**src/rtl/upload_arbiter.sv**
```systemverilog
// upload_arbiter: round-robin, packet-locking merge of the handler upload
// channels onto the single command_processor upload port. A source keeps the
// grant for as long as it holds src_req, so bytes of one packet never
// interleave with another source's bytes.
module upload_arbiter #(
  parameter int N_SRC       = 3,
  parameter int TIMEOUT_CYC = 65535,
  localparam int GW         = (N_SRC > 2) ? $clog2(N_SRC) : 1
) (
  input  logic                 clk,
  input  logic                 rst,
  input  logic [N_SRC-1:0]     src_req,
  input  logic [8*N_SRC-1:0]   src_data,
  input  logic [8*N_SRC-1:0]   src_source,
  input  logic [N_SRC-1:0]     src_valid,
  output logic [N_SRC-1:0]     src_ready,
  output logic                 up_req,
  output logic [7:0]           up_data,
  output logic [7:0]           up_source,
  output logic                 up_valid,
  input  logic                 up_ready,
  output logic [GW-1:0]        grant_id,
  output logic                 busy,
  output logic                 timeout_evt
);

  typedef enum logic [1:0] {S_IDLE, S_LOCK, S_GAP} state_t;

  state_t        state_q, state_d;
  logic [GW-1:0] rr_ptr_q, rr_ptr_d;
  logic [GW-1:0] grant_q, grant_d;
  logic [15:0]   tmo_cnt_q, tmo_cnt_d;

  logic          locked;
  logic          xfer;
  logic          tmo_fire;
  logic          any_req;
  logic [GW-1:0] pick;
  logic [GW-1:0] next_ptr;

  assign locked   = (state_q == S_LOCK);
  // A reset cycle never moves a byte, even though the grant is still held.
  assign xfer     = locked & ~rst & src_valid[grant_q] & up_ready;
  assign any_req  = |src_req;
  assign next_ptr = (grant_q == GW'(N_SRC - 1)) ? '0 : grant_q + 1'b1;
  // Release request takes precedence over a timeout landing in the same cycle.
  assign tmo_fire = locked & ~rst & src_req[grant_q] & ~xfer &
                    (TIMEOUT_CYC != 0) & (tmo_cnt_q == 16'(TIMEOUT_CYC - 1));

  // Round-robin search: first requester at or after rr_ptr, wrapping.
  always_comb begin
    int idx;
    logic found;
    pick  = '0;
    found = 1'b0;
    idx   = 0;
    for (int k = 0; k < N_SRC; k++) begin
      idx = (int'(rr_ptr_q) + k) % N_SRC;
      if (!found && src_req[idx]) begin
        found = 1'b1;
        pick  = GW'(idx);
      end
    end
  end

  // State, pointer, grant and idle-counter registers.
  always_ff @(posedge clk) begin
    if (rst) begin
      state_q   <= S_IDLE;
      rr_ptr_q  <= '0;
      grant_q   <= '0;
      tmo_cnt_q <= '0;
    end else begin
      state_q   <= state_d;
      rr_ptr_q  <= rr_ptr_d;
      grant_q   <= grant_d;
      tmo_cnt_q <= tmo_cnt_d;
    end
  end

  // Next-state: grant on any request, hold while req stays up, one GAP cycle on release.
  always_comb begin
    state_d   = state_q;
    rr_ptr_d  = rr_ptr_q;
    grant_d   = grant_q;
    tmo_cnt_d = tmo_cnt_q;
    case (state_q)
      S_IDLE: begin
        if (any_req) begin
          state_d   = S_LOCK;
          grant_d   = pick;
          tmo_cnt_d = '0;
        end
      end
      S_LOCK: begin
        if (!src_req[grant_q] || tmo_fire) begin
          state_d  = S_GAP;
          rr_ptr_d = next_ptr;
        end
        if (xfer) tmo_cnt_d = '0;
        else if (tmo_cnt_q != 16'hFFFF) tmo_cnt_d = tmo_cnt_q + 16'd1;
      end
      S_GAP:   state_d = S_IDLE;
      default: state_d = S_IDLE;
    endcase
  end

  // Outputs: pass-through of the granted source while locked, all zero otherwise.
  always_comb begin
    up_req      = 1'b0;
    busy        = 1'b0;
    up_data     = '0;
    up_source   = '0;
    up_valid    = 1'b0;
    src_ready   = '0;
    grant_id    = '0;
    timeout_evt = 1'b0;
    if (locked) begin
      up_req              = 1'b1;
      busy                = 1'b1;
      grant_id            = grant_q;
      up_data             = src_data[8*grant_q +: 8];
      up_source           = src_source[8*grant_q +: 8];
      up_valid            = src_valid[grant_q] & ~rst;
      src_ready[grant_q]  = up_ready & ~rst;
      timeout_evt         = tmo_fire;
    end
  end

endmodule

```
**config.mk**
```make
export PLATFORM = sky130hd
export DESIGN_NAME = upload_arbiter
export DESIGN_NICKNAME = d
export VERILOG_FILES = /design/src/rtl/upload_arbiter.sv
export SDC_FILE = /design/constraint.sdc
export NUM_CORES = 1
export LEC_CHECK = 0
export CORE_MARGIN = 3
export CORE_UTILIZATION = 45
export DETAILED_ROUTE_END_ITERATION = 12
export PLACE_DENSITY = 0.95
export SLEW_MARGIN = 5
export SYNTH_ARGS = -nofsm -noshare
export SYNTH_HDL_FRONTEND = slang
export SYNTH_SLANG_ARGS = --single-unit
```
**constraint.sdc**
```tcl
create_clock -name clk -period 3.03 [get_ports clk]
set_input_delay 0.606 -clock clk [delete_from_list [all_inputs] [get_ports clk]]
set_output_delay 0.606 -clock clk [all_outputs]
set_load 0.01 [all_outputs]
```
==> results of run 1 <==
-- worst reg2reg max path: cells and delay by family (launching register included) --
kind | cells | cell delay [ns]
buffers and inverters | 2 | 0.37
AO/OA/AOI/OAI | 3 | 0.69
flip-flops | 1 | 0.34
AND/OR/NAND/NOR | 2 | 0.64
-- timing repair --
action	CTS	global route
resized for setup	3	6
buffers inserted	0	2
pin swaps	0	1
endpoints found under the setup margin	1	2
-- cell type report --
| type | instances | area [um2] |
|---|---|---|
| sequential | 22 | 445 |
| multi-input combinational | 215 | 1310 |
| clock buffer | 4 | 55.1 |
| inverter | 12 | 45.0 |
| tap | 48 | 60.1 |
| fill | 276 | 926 |
| timing repair buffer | 103 | 981 |
-- cells by family after synthesis --
kind of cell             count (synthesis)  share of synthesized area
AND/OR/NAND/NOR                        118                      0.328
AO/OA/AOI/OAI                           72                      0.229
buffers and inverters                   26                     0.0650
flip-flops                              22                      0.236
multiplexers                            19                      0.102
adder cells (fa/ha/maj)                  6                     0.0402
-- metrics by stage --
| stage | setup WS (ns) | cell area, um2 | total power, mW | hold slack [ns] |
|---|---|---|---|---|
| CTS | 0.00641 | 2870 | 0.934 | 0.496 |
| finish | 0.127 | 2900 | 0.932 | 0.496 |
| global route | 0.0434 | 2900 | 0.983 | 0.504 |
| detailed placement | -0.00746 | 2810 | 0.725 | 0.482 |
| floorplan | 0.794 | 1870 | 0.524 | 0.458 |
| global placement | 0.0168 | 2810 | 0.715 | 0.472 |
-- state kept, by name, indices dropped and copies added, names as in the netlist --
signal     count
rr_ptr_q       2
state_q        2
grant_q        2
tmo_cnt_q     16
-- path summary, 6_finish.rpt --
path                           endpoint  cells past startpoint
min          tmo_cnt_q[15]$_SDFFE_PP0P_                      2
max                        src_ready[1]                      6
min reg2reg  tmo_cnt_q[15]$_SDFFE_PP0P_                      2
max reg2reg   tmo_cnt_q[3]$_SDFFE_PP0P_                      7
-- layer usage --
| layer | up-vias | part of all wire | global-route usage |
|---|---|---|---|
| li1 | 1135 | - | - |
| met1 | 1012 | 0.42 | 0.272 |
| met2 | 78 | 0.51 | 0.424 |
| met3 | 9 | 0.054 | 0.0331 |
| met4 | 0 | 0.012 | 0.0532 |
| met5 | - | 0 | 0 |
-- Yosys cell counts, types with 2 or more instances --
| cell | instances | share of area |
|---|---|---|
| nor3_1 | 7 | 0.019 |
| mux2i_1 | 19 | 0.10 |
| ha_1 | 6 | 0.040 |
| clkbuf_1 | 8 | 0.016 |
| nor2b_1 | 2 | 0.0067 |
| o211ai_1 | 4 | 0.016 |
| dfxtp_1 | 22 | 0.24 |
| nand2_1 | 21 | 0.042 |
| or3_1 | 11 | 0.037 |
| and2_1 | 2 | 0.0067 |
| nand4_2 | 2 | 0.013 |
| inv_1 | 12 | 0.024 |
| o21a_1 | 2 | 0.0080 |
| nand4_1 | 3 | 0.010 |
| nor2_1 | 42 | 0.084 |
| nor4_2 | 2 | 0.013 |
| a21oi_1 | 34 | 0.091 |
| o21ai_0 | 17 | 0.046 |
| and3_1 | 2 | 0.0067 |
| o31ai_1 | 4 | 0.016 |
| a31oi_1 | 3 | 0.010 |
| nand3_1 | 8 | 0.021 |
| buf_6 | 2 | 0.012 |
| buf_4 | 2 | 0.0080 |
| nand2b_1 | 3 | 0.010 |
| or4_1 | 6 | 0.024 |
-- power by group through the flow --
stage | registers [mW] | clock network (mW) | logic (mW)
2_1_floorplan | 0.314 | 0 | 0.210
3_3_place_gp | 0.320 | 0 | 0.395
3_5_place_dp | 0.321 | 0 | 0.404
4_1_cts | 0.315 | 0.213 | 0.406
5_1_grt | 0.317 | 0.224 | 0.442
6_report | 0.315 | 0.210 | 0.407
-- placed cells by master, fill, tap and decap left out, drive strengths merged, types with 2 or more instances in the layout --
cell / count
a21oi: 34
a31oi: 3
and2: 2
and3: 2
buf: 22
clkbuf: 4
clkdlybuf4s50: 79
dfxtp: 22
dlymetal6s2s: 2
ha: 6
inv: 12
mux2i: 19
nand2: 21
nand2b: 3
nand3: 8
nand4: 5
nor2: 42
nor2b: 2
nor3: 8
nor3b: 2
nor4: 2
o211ai: 4
o21a: 2
o21ai: 17
o31ai: 5
or3: 11
or4: 6
==> results.md, run 1 <==
- Seq pwr share: 0.338
- Die Span Y: 70.4 um
- Rel. slew slack: 0.578
- Seq/Total Area, Yosys: 0.236
- Dpl cells: 398
- Fraction of registers with async set/reset: 0
- Nets@finish: 420
- Critical path peak fanout: 4
- Total number of vias: 2234
- Syn Inst Count: 263
- Yosys warnings: 0
- Cts hold-fix bufs: 0
- Drt initial violations: 117
- Tmin final: 2.90 ns
- Setup TNS: 0 ns
- Final Hold Vio Count: 0
- Critical Path Start: rst
- Hold Path Class: register to register
- Top_reg_cell synth: dfxtp_1
- Number of synthesized flops with an enable pin: 0
- CTS root buf: clkbuf_8
- Port bufs: 81
- Vias in the first global route: 2108
- Power density cells: 321 nW/um2
- Syn nets: 326
- Final worst path period share: 0.958
- Final ANT Viol Nets: 0
- TritonCTS Buffers: 3
- Area growth from synthesis to layout: 55.4%
- Area of the die: 4960 um2
- Fin cells: 404
- Fin util: 0.758
- Worst Min Path Start: tmo_cnt_q[15]$_SDFFE_PP0P_
- Crit path DAT: 2.30 ns
- LEAKAGE: 1.10 nW
- Crit-path leading delay family: buffers and inverters
- Worst Path Buf+Inv: 3
- Clock sink count: 22
- Setup-violating endpoint count in the final report: 0
- Worst endpoint required time: 2.42 ns
- Worst Max-Slew Pin Slew: 0.627 ns
- Via density per instance: 5.53
- CP startpoint kind: input port
- Initial antenna violation count: 0
- RSZ-0062 raised after global routing: no
- Site Rows: 22
- Yosys cell types: 43
- Internal power: 636 uW
- Fraction of layout cells with a size suffix above 1: 0.115
- Clock power share: 0.225
- Avg Synthesized Cell Area: 7.10 um2
- CP endpoint kind: output pin
- Slew Limit Fails: 0
- Largest net degree at the start of global routing: 20
- Worst Clk Skew: 0.00199 ns
- # DRC: 0
- Most used cell, CP: clkdlybuf4s50_1
- Setup slack, reg-to-reg: 0.92 ns
- #FFs+latches synth: 22
- Maximum VDD drop: 259 uV
- CP max stage delay: 0.57 ns
- Htree depth: 1
- Clock Path Buffers: 2
- Initial Util: 0.488
- TritonCTS clock tree: yes
- GRT overflow: 0
- IO Pins: 82
- Wirelength per Cell: 14.9 um
- HPWL Detailed: 4620 um
- Combinational share of power: 0.437
- Crit Path Class: input port to output pin
- CP cell instances: clkdlybuf4s50_1 > nor3b_2 > buf_4 > nand2_1 > nor3_1 > clkdlybuf4s50_1
- Reg2reg start: grant_q[1]$_SDFFE_PP0P_
- Sw power: 296 uW
- Status: complete, no violations
- Cell at the slowest stage of the critical path: clkdlybuf4s50_1
- Skew-Pair Late Insertion Delay: 0.26 ns
- CTS clock-pin slew for the worst setup and hold paths: 0.08 ns
- Total GRT Usage: 0.228
- GPL Wtd Cong: 0.824
- F_max: 345 MHz
- Diode count: 0
- DIE WIDTH: 70.4 um
- 1st-pass router iterations: 5
- Sw Share: 0.317
- Syn Std Cell Area: 1870 um2
- Post-Route WL: 6030 um
- First-pass GRT wire length: 9450 um
- Max-Cap Viols: 0
- Core Area: 3830 um2
Note: power is estimated with default switching activity, not from simulation.
==> run 2, diff against run 1 <==
Settings changed: SLEW_MARGIN 5 to 0.
Clock period 3.03 ns to 3.5 ns, I/O delays scaled along.
==> results.md, run 2 (synthesis results as in run 1) <==
- Crit path DAT: 2.60 ns
- Vias in the first global route: 2050
- Htree depth: 1
- Cts hold-fix bufs: 0
- Power density cells: 278 nW/um2
- First-pass GRT wire length: 9660 um
- Final Cell Area: 2760 um2
- Final worst path period share: 0.942
- GRT overflow: 0
- CTS root buf: clkbuf_8
- Total power: 767 uW
- Combinational share of power: 0.445
- Final ANT Viol Nets: 0
- Worst Max-Slew Pin Slew: 0.608 ns
- Via density per instance: 5.62
- Internal power: 517 uW
- GPL Wtd Cong: 0.854
- Hold Path Class: register to register
- Port bufs: 81
- Core Area: 3830 um2
- Seq pwr share: 0.358
- Area growth from synthesis to layout: 47.6%
- Setup TNS: 0 ns
- Sw Share: 0.326
- Cell Area, Placed: 2710 um2
- Total number of vias: 2182
- Hold_ws: 0.505 ns
- Max-Cap Viols: 0
- Post-Route WL: 5940 um
- Drt initial violations: 105
- Total GRT Usage: 0.233
- Slack of the critical path: 0.204 ns
- Fin cells: 388
- Most frequent cells in the layout: clkdlybuf4s50_1 (81), nor2_1 (42), a21oi_1 (34), dfxtp_1 (22), nand2_1 (21)
- RSZ-0062 raised after global routing: no
- Sw power: 250 uW
- Largest net degree at the start of global routing: 21
- Most flop-heavy register: tmo_cnt_q
- TritonCTS Buffers: 3
- Fraction of layout cells with a size suffix above 1: 0.0559
- Clock Path Buffers: 2
- # DRC: 0
- Area of the die: 4960 um2
- Final Hold Vio Count: 0
- Status: complete, no violations
- Worst Clk Skew: 0.00480 ns
- Setup-violating endpoint count in the final report: 0
- Dpl cells: 385
- Post CTS Setup Buffer Count: 0
- Initial antenna violation count: 0
- Die Span Y: 70.4 um
- CP startpoint kind: input port
- Critical path peak fanout: 3
- Max reg flops: 16
- IO Pins: 82
- Skew-Pair Late Insertion Delay: 0.26 ns
- Pre-CTS setup slack: 0.212 ns
- Commonest non-fill, non-tap cell in the layout: clkdlybuf4s50_1
- Tmin final: 3.30 ns
- Reg2reg start: grant_q[0]$_SDFFE_PP0P_
- Critical Path Start: up_ready
- Post-cts sizing count: 0
- Rel. slew slack: 0.590
- Site Rows: 22
- Clock power share: 0.197
- Clock sink count: 22
- Worst Min Path Start: tmo_cnt_q[15]$_SDFFE_PP0P_
- LEAKAGE: 0.986 nW
- Nets@finish: 405
- HPWL Detailed: 4600 um
- DIE WIDTH: 70.4 um
- Maximum VDD drop: 278 uV
- Fin util: 0.720
- Slew Limit Fails: 0
- 1st-pass router iterations: 5
- CP endpoint kind: output pin
- Initial Util: 0.488
- Wirelength per Cell: 15.3 um
- Diode count: 0
- Worst endpoint required time: 2.80 ns
- F_max: 303 MHz
- Crit Path Class: input port to output pin
- TritonCTS clock tree: yes
- CTS clock-pin slew for the worst setup and hold paths: 0.07 ns
run 2: cell count changes in the layout (fill, tap and decap cells not counted), sizes merged:
cell           delta
buf              -15
clkdlybuf4s50     +2
dlymetal6s2s      -2
clkbuf            -1
run 2: path summary, 6_finish.rpt:
path | slack, ns | endpoint | cells after the start
worst max-delay path | 0.20 | timeout_evt | 6
worst min-delay path | 0.50 | tmo_cnt_q[15]$_SDFFE_PP0P_ | 2
worst max register to register | 1.26 | tmo_cnt_q[11]$_SDFFE_PP0P_ | 6
worst min register to register | 0.50 | tmo_cnt_q[15]$_SDFFE_PP0P_ | 2
run 2: area by class of cell:
class,count,area [um2]
inverter,12,45.0
tap,48,60.1
clock buffer,3,41.3
fill,298,1070
multi-input combinational,215,1310
timing repair buffer,88,863
sequential,22,440
run 2: worst max-delay path, stage by stage:
cell	delay, ns
clkdlybuf4s50_1	0.45
nand4b_1	0.17
o21ai_0	0.15
or3_1	0.44
nor2_1	0.13
clkdlybuf4s50_1	0.54
run 2: metal layers:
metal	global-route usage	share of wire
met2	0.437	0.52
met4	0.0277	0.0025
met3	0.0403	0.059
met1	0.280	0.42
met5	0	0
run 2: power by group through the flow:
stage          Sequential [mW]  Combinational, mW  Clock [mW]
5_1_grt                  0.276              0.371       0.169
3_3_place_gp             0.279              0.328           0
2_1_floorplan            0.272              0.182           0
3_5_place_dp             0.280              0.338           0
6_report                 0.275              0.341       0.151
4_1_cts                  0.274              0.340       0.156
